===== src/rtl/mbist_march_ctrl_if.sv =====
// RAM-side bus of the March C- MBIST controller.
// master: controller side; slave: RAM / test-mode mux side.
interface mbist_march_ctrl_if #(
    parameter int ADDR   = 6,
    parameter int DATA_W = 4
);
    logic              mem_cs;
    logic              mem_we;
    logic              mem_oe;
    logic [ADDR-1:0]   mem_addr;
    logic [DATA_W-1:0] mem_d_in;
    logic [DATA_W-1:0] mem_d_out;

    modport master (
        output mem_cs, mem_we, mem_oe, mem_addr, mem_d_in,
        input  mem_d_out
    );

    modport slave (
        input  mem_cs, mem_we, mem_oe, mem_addr, mem_d_in,
        output mem_d_out
    );
endinterface


===== src/rtl/mbist_march_ctrl.sv =====
// Word-oriented March C- MBIST controller.
// Runs March C- once per data background (all-zeros plus one checkerboard
// per address bit of the word), compares reads one cycle after issue and
// reports sticky pass/fail.
// Optional macro MBIST_DIAG_EN: enables first-fault diagnostics
// (diag_addr/diag_bg/diag_elem/diag_mask) and the saturating fail_cnt;
// without it those ports are tied to zero.
module mbist_march_ctrl #(
    parameter  int ADDR   = 6,
    parameter  int DATA_W = 4,
    parameter  int CNT_W  = 8,
    localparam int NBG    = $clog2(DATA_W) + 1,
    localparam int BG_W   = (NBG > 1) ? $clog2(NBG) : 1
) (
    input  logic                clk,
    input  logic                rst,
    input  logic                start,
    mbist_march_ctrl_if.master  mem,
    output logic                busy,
    output logic                done,
    output logic                fail,
    output logic [ADDR-1:0]     diag_addr,
    output logic [BG_W-1:0]     diag_bg,
    output logic [2:0]          diag_elem,
    output logic [DATA_W-1:0]   diag_mask,
    output logic [CNT_W-1:0]    fail_cnt
);

    typedef enum logic [1:0] {S_IDLE, S_RUN, S_DRAIN, S_DONE} state_t;

    state_t            state;
    logic [BG_W-1:0]   bg;
    logic [2:0]        elem;
    logic [ADDR-1:0]   addr;
    logic              ph;       // 0: read half, 1: write half of a (r,w) element
    logic              fin;      // last op has been issued

    logic              cmp_vld;
    logic [DATA_W-1:0] cmp_exp;
`ifdef MBIST_DIAG_EN
    logic [ADDR-1:0]   cmp_addr;
    logic [BG_W-1:0]   cmp_bg;
    logic [2:0]        cmp_elem;
`endif

    logic [DATA_W-1:0] pat;
    logic [DATA_W-1:0] op_data;
    logic              op_rd;
    logic              is_rw;
    logic              down;
    logic              step;
    logic              elem_end;
    logic              last_bg;
    logic              last_op;
    logic [ADDR-1:0]   nxt_addr;
    logic [2:0]        nxt_elem;
    logic [BG_W-1:0]   nxt_bg;
    logic              nxt_ph;

    // Background b>=1: bit i of the word is bit (b-1) of i.
    function automatic logic [DATA_W-1:0] bg_pattern(input logic [BG_W-1:0] b);
        logic [DATA_W-1:0] p;
        int unsigned       sh;
        p = '0;
        if (b != '0) begin
            sh = 32'(b) - 32'd1;
            for (int unsigned i = 0; i < DATA_W; i++)
                p[i] = ((i >> sh) & 32'd1) != 32'd0;
        end
        return p;
    endfunction

    // Decode the op for the current sequencer position and its successor.
    always_comb begin
        pat   = bg_pattern(bg);
        is_rw = (elem >= 3'd1) && (elem <= 3'd4);
        op_rd = (elem == 3'd5) || (is_rw && !ph);
        down  = (elem == 3'd3) || (elem == 3'd4);

        if (op_rd)
            op_data = ((elem == 3'd2) || (elem == 3'd4)) ? ~pat : pat;
        else
            op_data = ((elem == 3'd1) || (elem == 3'd3)) ? ~pat : pat;

        // The address only moves after the last op issued at it.
        step     = !(is_rw && !ph);
        elem_end = step && (down ? (addr == '0) : (addr == '1));
        last_bg  = (bg == BG_W'(NBG - 1));
        last_op  = elem_end && (elem == 3'd5) && last_bg;

        nxt_ph   = is_rw && !ph;
        nxt_addr = addr;
        nxt_elem = elem;
        nxt_bg   = bg;
        if (elem_end) begin
            if (elem == 3'd5) begin
                nxt_elem = 3'd0;
                nxt_bg   = bg + 1'b1;
            end else begin
                nxt_elem = elem + 3'd1;
            end
            nxt_addr = ((nxt_elem == 3'd3) || (nxt_elem == 3'd4)) ? '1 : '0;
        end else if (step) begin
            nxt_addr = down ? addr - 1'b1 : addr + 1'b1;
        end
    end

    // Control FSM, op issue, and the one-stage read compare.
    always_ff @(posedge clk) begin
        if (rst) begin
            state        <= S_IDLE;
            bg           <= '0;
            elem         <= '0;
            addr         <= '0;
            ph           <= 1'b0;
            fin          <= 1'b0;
            mem.mem_cs   <= 1'b0;
            mem.mem_we   <= 1'b0;
            mem.mem_oe   <= 1'b0;
            mem.mem_addr <= '0;
            mem.mem_d_in <= '0;
            busy         <= 1'b0;
            done         <= 1'b0;
            fail         <= 1'b0;
            cmp_vld      <= 1'b0;
            cmp_exp      <= '0;
`ifdef MBIST_DIAG_EN
            cmp_addr     <= '0;
            cmp_bg       <= '0;
            cmp_elem     <= '0;
            diag_addr    <= '0;
            diag_bg      <= '0;
            diag_elem    <= '0;
            diag_mask    <= '0;
            fail_cnt     <= '0;
`endif
        end else begin
            cmp_vld <= 1'b0;
            if (cmp_vld && (mem.mem_d_out != cmp_exp)) begin
                fail <= 1'b1;
`ifdef MBIST_DIAG_EN
                if (fail_cnt != '1)
                    fail_cnt <= fail_cnt + 1'b1;
                if (!fail) begin
                    diag_addr <= cmp_addr;
                    diag_bg   <= cmp_bg;
                    diag_elem <= cmp_elem;
                    diag_mask <= cmp_exp ^ mem.mem_d_out;
                end
`endif
            end

            // A start accepted here overrides any compare result on the same edge.
            case (state)
                S_IDLE, S_DONE: begin
                    if (start) begin
                        state <= S_RUN;
                        bg    <= '0;
                        elem  <= '0;
                        addr  <= '0;
                        ph    <= 1'b0;
                        fin   <= 1'b0;
                        done  <= 1'b0;
                        fail  <= 1'b0;
`ifdef MBIST_DIAG_EN
                        diag_addr <= '0;
                        diag_bg   <= '0;
                        diag_elem <= '0;
                        diag_mask <= '0;
                        fail_cnt  <= '0;
`endif
                    end
                end
                S_RUN: begin
                    if (fin) begin
                        mem.mem_cs <= 1'b0;
                        mem.mem_we <= 1'b0;
                        mem.mem_oe <= 1'b0;
                        state      <= S_DRAIN;
                        fin        <= 1'b0;
                    end else begin
                        mem.mem_cs   <= 1'b1;
                        mem.mem_we   <= !op_rd;
                        mem.mem_oe   <= op_rd;
                        mem.mem_addr <= addr;
                        mem.mem_d_in <= op_rd ? '0 : op_data;
                        busy         <= 1'b1;
                        if (op_rd) begin
                            cmp_vld  <= 1'b1;
                            cmp_exp  <= op_data;
`ifdef MBIST_DIAG_EN
                            cmp_addr <= addr;
                            cmp_bg   <= bg;
                            cmp_elem <= elem;
`endif
                        end
                        addr <= nxt_addr;
                        elem <= nxt_elem;
                        bg   <= nxt_bg;
                        ph   <= nxt_ph;
                        if (last_op)
                            fin <= 1'b1;
                    end
                end
                S_DRAIN: begin
                    busy  <= 1'b0;
                    done  <= 1'b1;
                    state <= S_DONE;
                end
                default: state <= S_IDLE;
            endcase
        end
    end

`ifndef MBIST_DIAG_EN
    assign diag_addr = '0;
    assign diag_bg   = '0;
    assign diag_elem = '0;
    assign diag_mask = '0;
    assign fail_cnt  = '0;
`endif

endmodule


===== src/flat_wrapper.sv =====
// flat-port wrapper written by rule: the top's interface ports become plain ports
module mbist_march_ctrl_flat 
#(
    parameter  int ADDR   = 6,
    parameter  int DATA_W = 4,
    parameter  int CNT_W  = 8,
    localparam int NBG    = $clog2(DATA_W) + 1,
    localparam int BG_W   = (NBG > 1) ? $clog2(NBG) : 1
)
  (clk, rst, start, busy, done, fail, diag_addr, diag_bg, diag_elem, diag_mask, fail_cnt, mem_mem_cs, mem_mem_we, mem_mem_oe, mem_mem_addr, mem_mem_d_in, mem_mem_d_out);
  mbist_march_ctrl_if #(.ADDR(ADDR), .DATA_W(DATA_W)) mem_i ();
  input  logic clk;
  input  logic rst;
  input  logic start;
  output logic busy;
  output logic done;
  output logic fail;
  output logic [ADDR-1:0] diag_addr;
  output logic [BG_W-1:0] diag_bg;
  output logic [2:0] diag_elem;
  output logic [DATA_W-1:0] diag_mask;
  output logic [CNT_W-1:0] fail_cnt;
  output wire logic [$bits(mem_i.mem_cs)-1:0] mem_mem_cs;
  output wire logic [$bits(mem_i.mem_we)-1:0] mem_mem_we;
  output wire logic [$bits(mem_i.mem_oe)-1:0] mem_mem_oe;
  output wire logic [$bits(mem_i.mem_addr)-1:0] mem_mem_addr;
  output wire logic [$bits(mem_i.mem_d_in)-1:0] mem_mem_d_in;
  input wire logic [$bits(mem_i.mem_d_out)-1:0] mem_mem_d_out;
  assign mem_mem_cs = mem_i.mem_cs;
  assign mem_mem_we = mem_i.mem_we;
  assign mem_mem_oe = mem_i.mem_oe;
  assign mem_mem_addr = mem_i.mem_addr;
  assign mem_mem_d_in = mem_i.mem_d_in;
  assign mem_i.mem_d_out = mem_mem_d_out;
  mbist_march_ctrl #(.ADDR(ADDR), .DATA_W(DATA_W), .CNT_W(CNT_W)) u_core (.clk(clk), .rst(rst), .start(start), .mem(mem_i), .busy(busy), .done(done), .fail(fail), .diag_addr(diag_addr), .diag_bg(diag_bg), .diag_elem(diag_elem), .diag_mask(diag_mask), .fail_cnt(fail_cnt));
endmodule

===== config.mk =====
export PLATFORM = sky130hd
export DESIGN_NAME = mbist_march_ctrl_flat
export DESIGN_NICKNAME = d
export VERILOG_FILES = /design/src/rtl/mbist_march_ctrl_if.sv /design/src/rtl/mbist_march_ctrl.sv /design/src/flat_wrapper.sv
export SDC_FILE = /design/constraint.sdc
export NUM_CORES = 1
export LEC_CHECK = 0
export CORE_MARGIN = 1.5
export CORE_UTILIZATION = 60
export CTS_CLUSTER_DIAMETER = 40
export DETAILED_ROUTE_END_ITERATION = 16
export DONT_BUFFER_PORTS = 1
export PLACE_DENSITY_LB_ADDON = 0.2
export SLEW_MARGIN = 20
export SYNTH_ARGS = -nofsm -noshare
export SYNTH_HDL_FRONTEND = slang
export SYNTH_SLANG_ARGS = --single-unit

===== constraint.sdc =====
create_clock -name clk -period 2.9 [get_ports clk]
set_input_delay 0.87 -clock clk [delete_from_list [all_inputs] [get_ports clk]]
set_output_delay 0.87 -clock clk [all_outputs]
set_load 0.01 [all_outputs]

Yosys cells after proc, flatten, opt, wreduce, memory -nomap -nowiden

Cells that the tools add are included.

Bitwise operators: 3
Add/subtract/negate cells: 5
Magnitude comparators: 2
Equal/unequal tests: 19
Reduce and logical (&&, ||, !) cells: 32
Shifts and indexed selects: 4
Mux-type cells: 43

Operator list:

| operator             | number |
|---|---|
| $shr 1x32->1 const A | 2 |
| $shr 2x32->1 const A | 2 |
| $mux 6               | 6 |
| $mux 4               | 5 |
| $mux 3               | 5 |
| $mux 1               | 13 |
| $mux 2               | 6 |
| $pmux 6 s2           | 1 |
| $reduce_and 2->1     | 5 |
| $eq 3x2->1 const B   | 3 |
| $eq 3x3->1 const B   | 3 |
| $pmux 1 s2           | 4 |
| $reduce_and 4->1     | 2 |
| $reduce_bool 2->1    | 4 |
| $add 6x1->6 const B  | 1 |
| $eq 2x2->1 const B   | 3 |
| $eq 6x6->1 const B   | 1 |
| $logic_and 1x1->1    | 6 |
| $logic_not 6->1      | 1 |
| $ne 2x1->1 const B   | 3 |
| $pmux 2 s3           | 1 |
| $pmux 3 s2           | 1 |
| $reduce_and 3->1     | 2 |
| $sub 6x1->6 const B  | 1 |
| 19 further kinds     | 27 |

Output and inout bits: 39
Logic and storage cells: 124
Flip-flop bits (word level): 36
Input port bits: 7

Longest topological paths before layout

Gate-level depths: netlist (run 1).

Depth in word-level cells: 12
Mapped depth: 11
Depth with buffers taken out: 9

Worst setup path before layout (run 1)

Ideal clock, no wire load.

Path type: register -> register
Start point: register u_core.elem[0]
End point: register u_core.addr[5]
Clock period less this slack: 2.380 ns
Path buffers: 2
Stages on the path, launching flop included: 11
Path slack: 0.520 ns
Setup time: 0.124 ns
Data required time: 2.776 ns
Arrival: 2.256 ns
Path through: dfxtp_1 > buf_6 > or3b_1 > buf_6 > nand2_4 > ha_1 > a211o_1 > a211oi_1 > a2bb2oi_1 > nor4_1 > a2111o_1

Cells in the longest elaborated chain, start to end: 9
Elaborated cells between the ends (all ways): 25
Those cells by class: add/sub: 1; order compare: 2; eq/ne: 6; mux: 9; reduce/logical: 7

RTL lines:

| element                                          | line                                            | source |
|---|---|---|
| start, declared                                  | mbist_march_ctrl.sv:33                          | `logic [2:0] elem;` |
| start signal, assigned                           | mbist_march_ctrl.sv:198                         | `elem <= nxt_elem;` |
| $add 3x1->3 / $eq 3x3->1 (equally long branches) | mbist_march_ctrl.sv:100, mbist_march_ctrl.sv:96 |  |
| $mux 3                                           | mbist_march_ctrl.sv:96                          | `if (elem == 3'd5) begin` |
| $mux 3                                           | mbist_march_ctrl.sv:95                          | `if (elem_end) begin` |
| $eq 3x2->1 / $eq 3x3->1 (equally long branches)  | mbist_march_ctrl.sv:102                         | `nxt_addr = ((nxt_elem == 3'd3) \|\| (nxt_elem == 3'd4)) ? '1 : '0;` |
| $logic_or 1x1->1                                 | mbist_march_ctrl.sv:102                         |  |
| $mux 6                                           | mbist_march_ctrl.sv:102                         |  |
| $mux 6                                           | mbist_march_ctrl.sv:95                          |  |
| $mux 6                                           | mbist_march_ctrl.sv:175                         | `if (fin) begin` |
| $pmux 6 s2                                       | mbist_march_ctrl.sv:154                         | `case (state)` |
| end signal, assigned                             | mbist_march_ctrl.sv:197                         | `addr <= nxt_addr;` |
| end, declared                                    | mbist_march_ctrl.sv:34                          | `logic [ADDR-1:0] addr;` |

Several ways; a longest one is shown, not always the timed one. The select of a mux whose other input is x is not followed.
A chain may end at the register's enable or synchronous reset.

Final worst setup path (run 1)

Start point: register u_core.elem[2]
End point: register u_core.addr[5]

The elaborated chain is that of the path after synthesis.

==> flow_summary.ini, run 1 <==
[grt]
antenna_found_initial = 0
grt_pass1_wl_mm = 6.96
grt-ovfl-total = 0
grt_pass1_vias = 1563
grt_start_max_net_pins = 36
grt_usage_pct = 21.8

[timing]
min_period_ns = 2.63
finalSetupTns_ns = 0
fin_crit_sh_pct = 90.8
maxSlewHeadroom_pct = 54.2
fin_skew_ns = 0.00740
tightest_slew_ns = 0.681
maxSlewViolCount = 0
max_freq_mhz = 380
hold_violations = 0
grt_setup_unrepaired = no
setup_viol = 0

[logic_synthesis]
synth_top_area_share_pct = 32.3
synth.most_common_cell = dfxtp_1
syn-cell-area_mm2 = 0.00223
synth_mux_area_share_pct = 0.898
ys_ff_latch = 36
synth_top_family_by_area = compound AO/OA/AOI/OAI gates
yosys.area.top_type = dfxtp_1
synth.area.top_cells = dfxtp_1 32%, buf_4 8.1%, ha_1 6.2%, a21oi_1 5.4%, nand2_1 5.2%
synth_edf_count = 0
syn-mean-instance-area_um2 = 8.13
yosysWarnings = 0
synth_cells = 274
synth_compound_area_share_pct = 21.1
synthArstFlopShare_pct = 0
synth_xor_area_share_pct = 4.32
yosys.area_share.simple_pct = 20.6
ys_seq_area_share_pct = 32.3
yosys-top-cells-count = 36 x dfxtp_1, 31 x nand2_1, 24 x a21oi_1, 24 x buf_4, 24 x nor2_1
synthFlopType = dfxtp_1
yosysUniqueCellTypes = 54
synthAdderAreaFrac_pct = 7.07

[worst_setup_path]
worst_setup_path_start_kind = register
slowest_delay_ns = 0.53
required_ns = 3.09
crit_arrival_ns = 2.82
critical_path.endpoint_type = register
path_max_fanout = 11
crit_type = register to register
critPathTopFamily = compound AO/OA/AOI/OAI gates
cp_cell_sequence = or3b_1 -> nand2_4 -> ha_1 -> a211o_1 -> a211oi_1 -> a2bb2oi_1 -> nor4_1 -> a2111o_1
cp_slowest_cell = or3b_1
crit_buf_inv = 0

[power]
power_leakage_nw = 0.870
fin_total_pwr_mw = 1.35
power_density_mw_per_mm2 = 601
peakVddDrop_mv = 0.448

[clocking]
clkLatencyLatePin_ns = 0.30
cts_root_buf = clkbuf_8
cts.sinks = 36
post_cts_resized = 0
tritoncts = built
path_clk_slew_ns = 0.07
cts_hold_buf = 0
cts_setup_buffers = 0
htree_levels = 2
cts_buffers = 5
clock_path_buffers = 2

[floorplan]
fp-row-count = 21
dieHeight_um = 63.9
initial_core_util_pct = 64.7
ios = 46
fp.dieW_um = 63.9
die-area_mm2 = 0.00409
core_area_mm2 = 0.00344

[placed_design]
hpwl_mm = 2.93
post_dp_cell_area_mm2 = 0.00214
place.gp.congestion = 0.889
io_buffers = 0

[detailed_routing]
ant_nets = 0
drtIter0Drc = 55
wl_per_cell_um = 13.2
viasPerCell = 5.52
drcViolationCount = 0
dr_total_vias = 1733
firstDrtPassIters = 4
wirelength_mm = 4.14

[final_layout]
final_util_pct = 65.1
fillers = 306
nets = 287
multi_input_area_mm2 = 0.00129
drive_gt1_share_pct = 6.72
design_area_mm2 = 0.00224
layout-area-overhead-vs-synth_pct = 0.505
area.sequential_um2 = 721
diodes = 0

[flow_run]
maxCapViolCount = 0

[worst_hold_path]
hold_path_class = register to register

[status]
status = finished clean
[worst paths after layout]
check	start	to	slack, ns	depth (start not counted)
setup reg to reg	u_core.elem[2]	u_core.addr[5]	0.27	8
hold reg to reg	u_core.cmp_exp[2]	u_core.cmp_exp[2]	0.47	2
setup / recovery	u_core.elem[2]	u_core.addr[5]	0.27	8
hold / removal	u_core.cmp_exp[2]	u_core.cmp_exp[2]	0.47	2
[stage by stage]
stage	setup WS, ns	cells	hold WS (ns)
after floorplan	0.520	296	0.459
after global placement	0.330	307	0.462
after detailed placement	0.284	307	0.469
after CTS	0.259	314	0.478
after global routing	0.0903	314	0.496
final	0.266	314	0.471
[registers in the layout, indices dropped and copies added, names as in the netlist, 2 cells and up]
register and flops:
u_core.elem 3, u_core.cmp_exp 4, u_core.mem.mem_d_in 4, u_core.addr 6, u_core.mem.mem_addr 6, u_core.state 2
u_core.bg 2
[worst reg2reg max path, cell delays in order (launching register included)]
cell and delay, ns:
dfxtp_1 0.51, or3b_1 0.53, nand2_4 0.15, ha_1 0.25, a211o_1 0.31, a211oi_1 0.21, a2bb2oi_1 0.23, nor4_1 0.07
a2111o_1 0.28
[layer usage]
metal	vias to the layer above	track usage [%]	share of wire [%]
li1	898	-	-
met1	784	27.8	50
met2	44	34.2	44
met3	7	4.93	4.5
met4	0	11.7	2.1
met5	-	0	0
[cell families after synthesis]
family	count (synthesis)
flip-flops	36
adder cells (fa/ha/maj)	12
buffers and inverters	51
AND/OR/NAND/NOR	93
AO/OA/AOI/OAI	68
multiplexers	2
XOR/XNOR	11
other	1
[power breakdown]
group | total (mW) | internal, mW | switching, mW
clock | 0.390 | 0.212 | 0.178
sequential | 0.583 | 0.534 | 0.0494
combinational | 0.374 | 0.118 | 0.255
[placed cells by master, fill, tap and decap left out, types with 2 or more instances in the layout]
| cell type | count |
|---|---|
| ha_1 | 11 |
| nand2b_1 | 5 |
| a31oi_1 | 2 |
| mux2i_1 | 2 |
| nor3b_1 | 3 |
| nand2_1 | 31 |
| o211ai_1 | 4 |
| nand3_1 | 3 |
| conb_1 | 23 |
| buf_4 | 4 |
| o21ai_1 | 2 |
| xor2_1 | 4 |
| nand3b_1 | 2 |
| nor4_1 | 4 |
| dfxtp_1 | 36 |
| nor2_1 | 24 |
| xnor2_1 | 7 |
| inv_1 | 12 |
| or4_1 | 3 |
| clkbuf_8 | 7 |
| o21ai_0 | 6 |
| a22o_1 | 4 |
| nor3_1 | 3 |
| a21o_1 | 3 |
| a211o_1 | 3 |
| nor2b_1 | 2 |
| nand4_1 | 6 |
| a22oi_1 | 3 |
| a211oi_1 | 5 |
| a21oi_1 | 24 |
[area by class of cell]
type                            count  share of cell area [%]
Timing Repair Buffer                4                    1.34
Tap cell                           46                    2.57
Sequential cell                    36                    32.2
Inverter                           12                    2.01
Clock buffer                        7                    4.30
Multi-Input combinational cell    209                    57.6
Power figures use the tool's default switching activity.
==> run 2: changes to the inputs <==
SKIP_LAST_GASP = 1   (was not set)
==> results of run 2 <==
The final DEF is identical to that of run 1; final timing and power are the same.
==> run 3: changes to the inputs <==
CORE_MARGIN = not set   (was 1.5)
==> flow_summary.ini, run 3 (same netlist as run 1, synthesis figures left out) <==
[status]
status = finished clean

[grt]
grt_start_max_net_pins = 36
grt-ovfl-total = 0
grt_pass1_vias = 1611
grt_usage_pct = 22.2
antenna_found_initial = 0
grt_pass1_wl_mm = 6.96

[timing]
maxSlewViolCount = 0
hold_violations = 0
setup_viol = 0
grt_setup_unrepaired = no
finalSetupTns_ns = 0
maxSlewHeadroom_pct = 52.3
tightest_slew_ns = 0.709
fin_skew_ns = 0.00556
min_period_ns = 2.71
max_freq_mhz = 369
fin_crit_sh_pct = 93.4

[clocking]
cts_setup_buffers = 0
path_clk_slew_ns = 0.07
cts_root_buf = clkbuf_8
cts.sinks = 36
htree_levels = 2
cts_buffers = 5
clkLatencyLatePin_ns = 0.28
post_cts_resized = 0
cts_hold_buf = 0
clock_path_buffers = 2
tritoncts = built

[floorplan]
core_area_mm2 = 0.00344
ios = 46
dieHeight_um = 62.9
die-area_mm2 = 0.00396
initial_core_util_pct = 64.7
fp.dieW_um = 62.9
fp-row-count = 21

[final_layout]
top_regs = u_core.addr x6, u_core.mem.mem_addr x6
design_area_mm2 = 0.00222
final_common_cell = dfxtp_1
instances_no_fill = 314
diodes = 0
mostFrequentLayoutCells = 36 x dfxtp_1, 31 x nand2_1, 24 x a21oi_1, 24 x nor2_1, 23 x conb_1
drive_gt1_share_pct = 6.34
layout-area-overhead-vs-synth_pct = -0.337
nets = 287

[worst_setup_path]
path_max_fanout = 11
crit_type = register to register
worst_setup_path_start_kind = register
crit_arrival_ns = 2.94
critical_path.endpoint_type = register
required_ns = 3.13

[power]
peakVddDrop_mv = 0.397
power_density_mw_per_mm2 = 579
power_leakage_nw = 0.861

[flow_run]
maxCapViolCount = 0

[detailed_routing]
drtIter0Drc = 109
drcViolationCount = 0
wirelength_mm = 4.14
firstDrtPassIters = 4
viasPerCell = 5.69
dr_total_vias = 1787
wl_per_cell_um = 13.2
ant_nets = 0

[placed_design]
post_dp_cell_area_mm2 = 0.00214
io_buffers = 0
place.gp.congestion = 0.869
hpwl_mm = 2.97
dp_cells = 307

[worst_hold_path]
hold_path_class = register to register
## run 3: area by class of cell
class | instances | area, um^2
sequential | 36 | 721
fill | 322 | 1220
timing repair buffer | 4 | 30.0
inverter | 12 | 45.0
tap | 46 | 57.6
multi-input combinational | 209 | 1290
clock inverter | 1 | 5.00
clock buffer | 6 | 72.6
## run 3: stage by stage
stage / utilization, % / hold slack (ns) / setup slack (ns) / total power [mW]
finish: 64.5 / 0.481 / 0.191 / 1.29
global placement: 62.3 / 0.470 / 0.321 / 0.959
CTS: 64.5 / 0.483 / 0.196 / 1.29
detailed placement: 62.3 / 0.474 / 0.213 / 0.968
floorplan: - / 0.459 / 0.520 / 0.898
global route: 64.5 / 0.511 / 0.0805 / 1.37
## run 3: path summary, 6_finish.rpt
path                     start                 to  slack, ns  cells past startpoint
max             u_core.elem[2]     u_core.addr[5]       0.19                      8
min          u_core.cmp_exp[1]  u_core.cmp_exp[1]       0.48                      2
max reg2reg     u_core.elem[2]     u_core.addr[5]       0.19                      8
min reg2reg  u_core.cmp_exp[1]  u_core.cmp_exp[1]       0.48                      2
## run 3: worst max-delay path: stages, from the launching register on
cell and delay, ns:
dfxtp_1 0.51, or3b_1 0.53, nand2_4 0.15, ha_1 0.26, a211o_1 0.31, a211oi_1 0.21, a2bb2oi_1 0.25, nor4b_1 0.28
a2111o_1 0.15
## run 3: per-layer routing
layer  vias to the layer above  GRT usage, %  routed length [um]
met5                         -             0                   0
met4                         0          8.72                  41
met3                         5          7.12                 244
met2                        54          34.1                1870
met1                       834          28.4                1980
li1                        894             -                   -
## run 3: power by group
| part | internal, mW | switching, mW | total [mW] | leakage, nW |
|---|---|---|---|---|
| logic | 0.118 | 0.258 | 0.376 | 0.529 |
| registers | 0.534 | 0.0474 | 0.582 | 0.291 |
| clock network | 0.163 | 0.165 | 0.328 | 0.0410 |
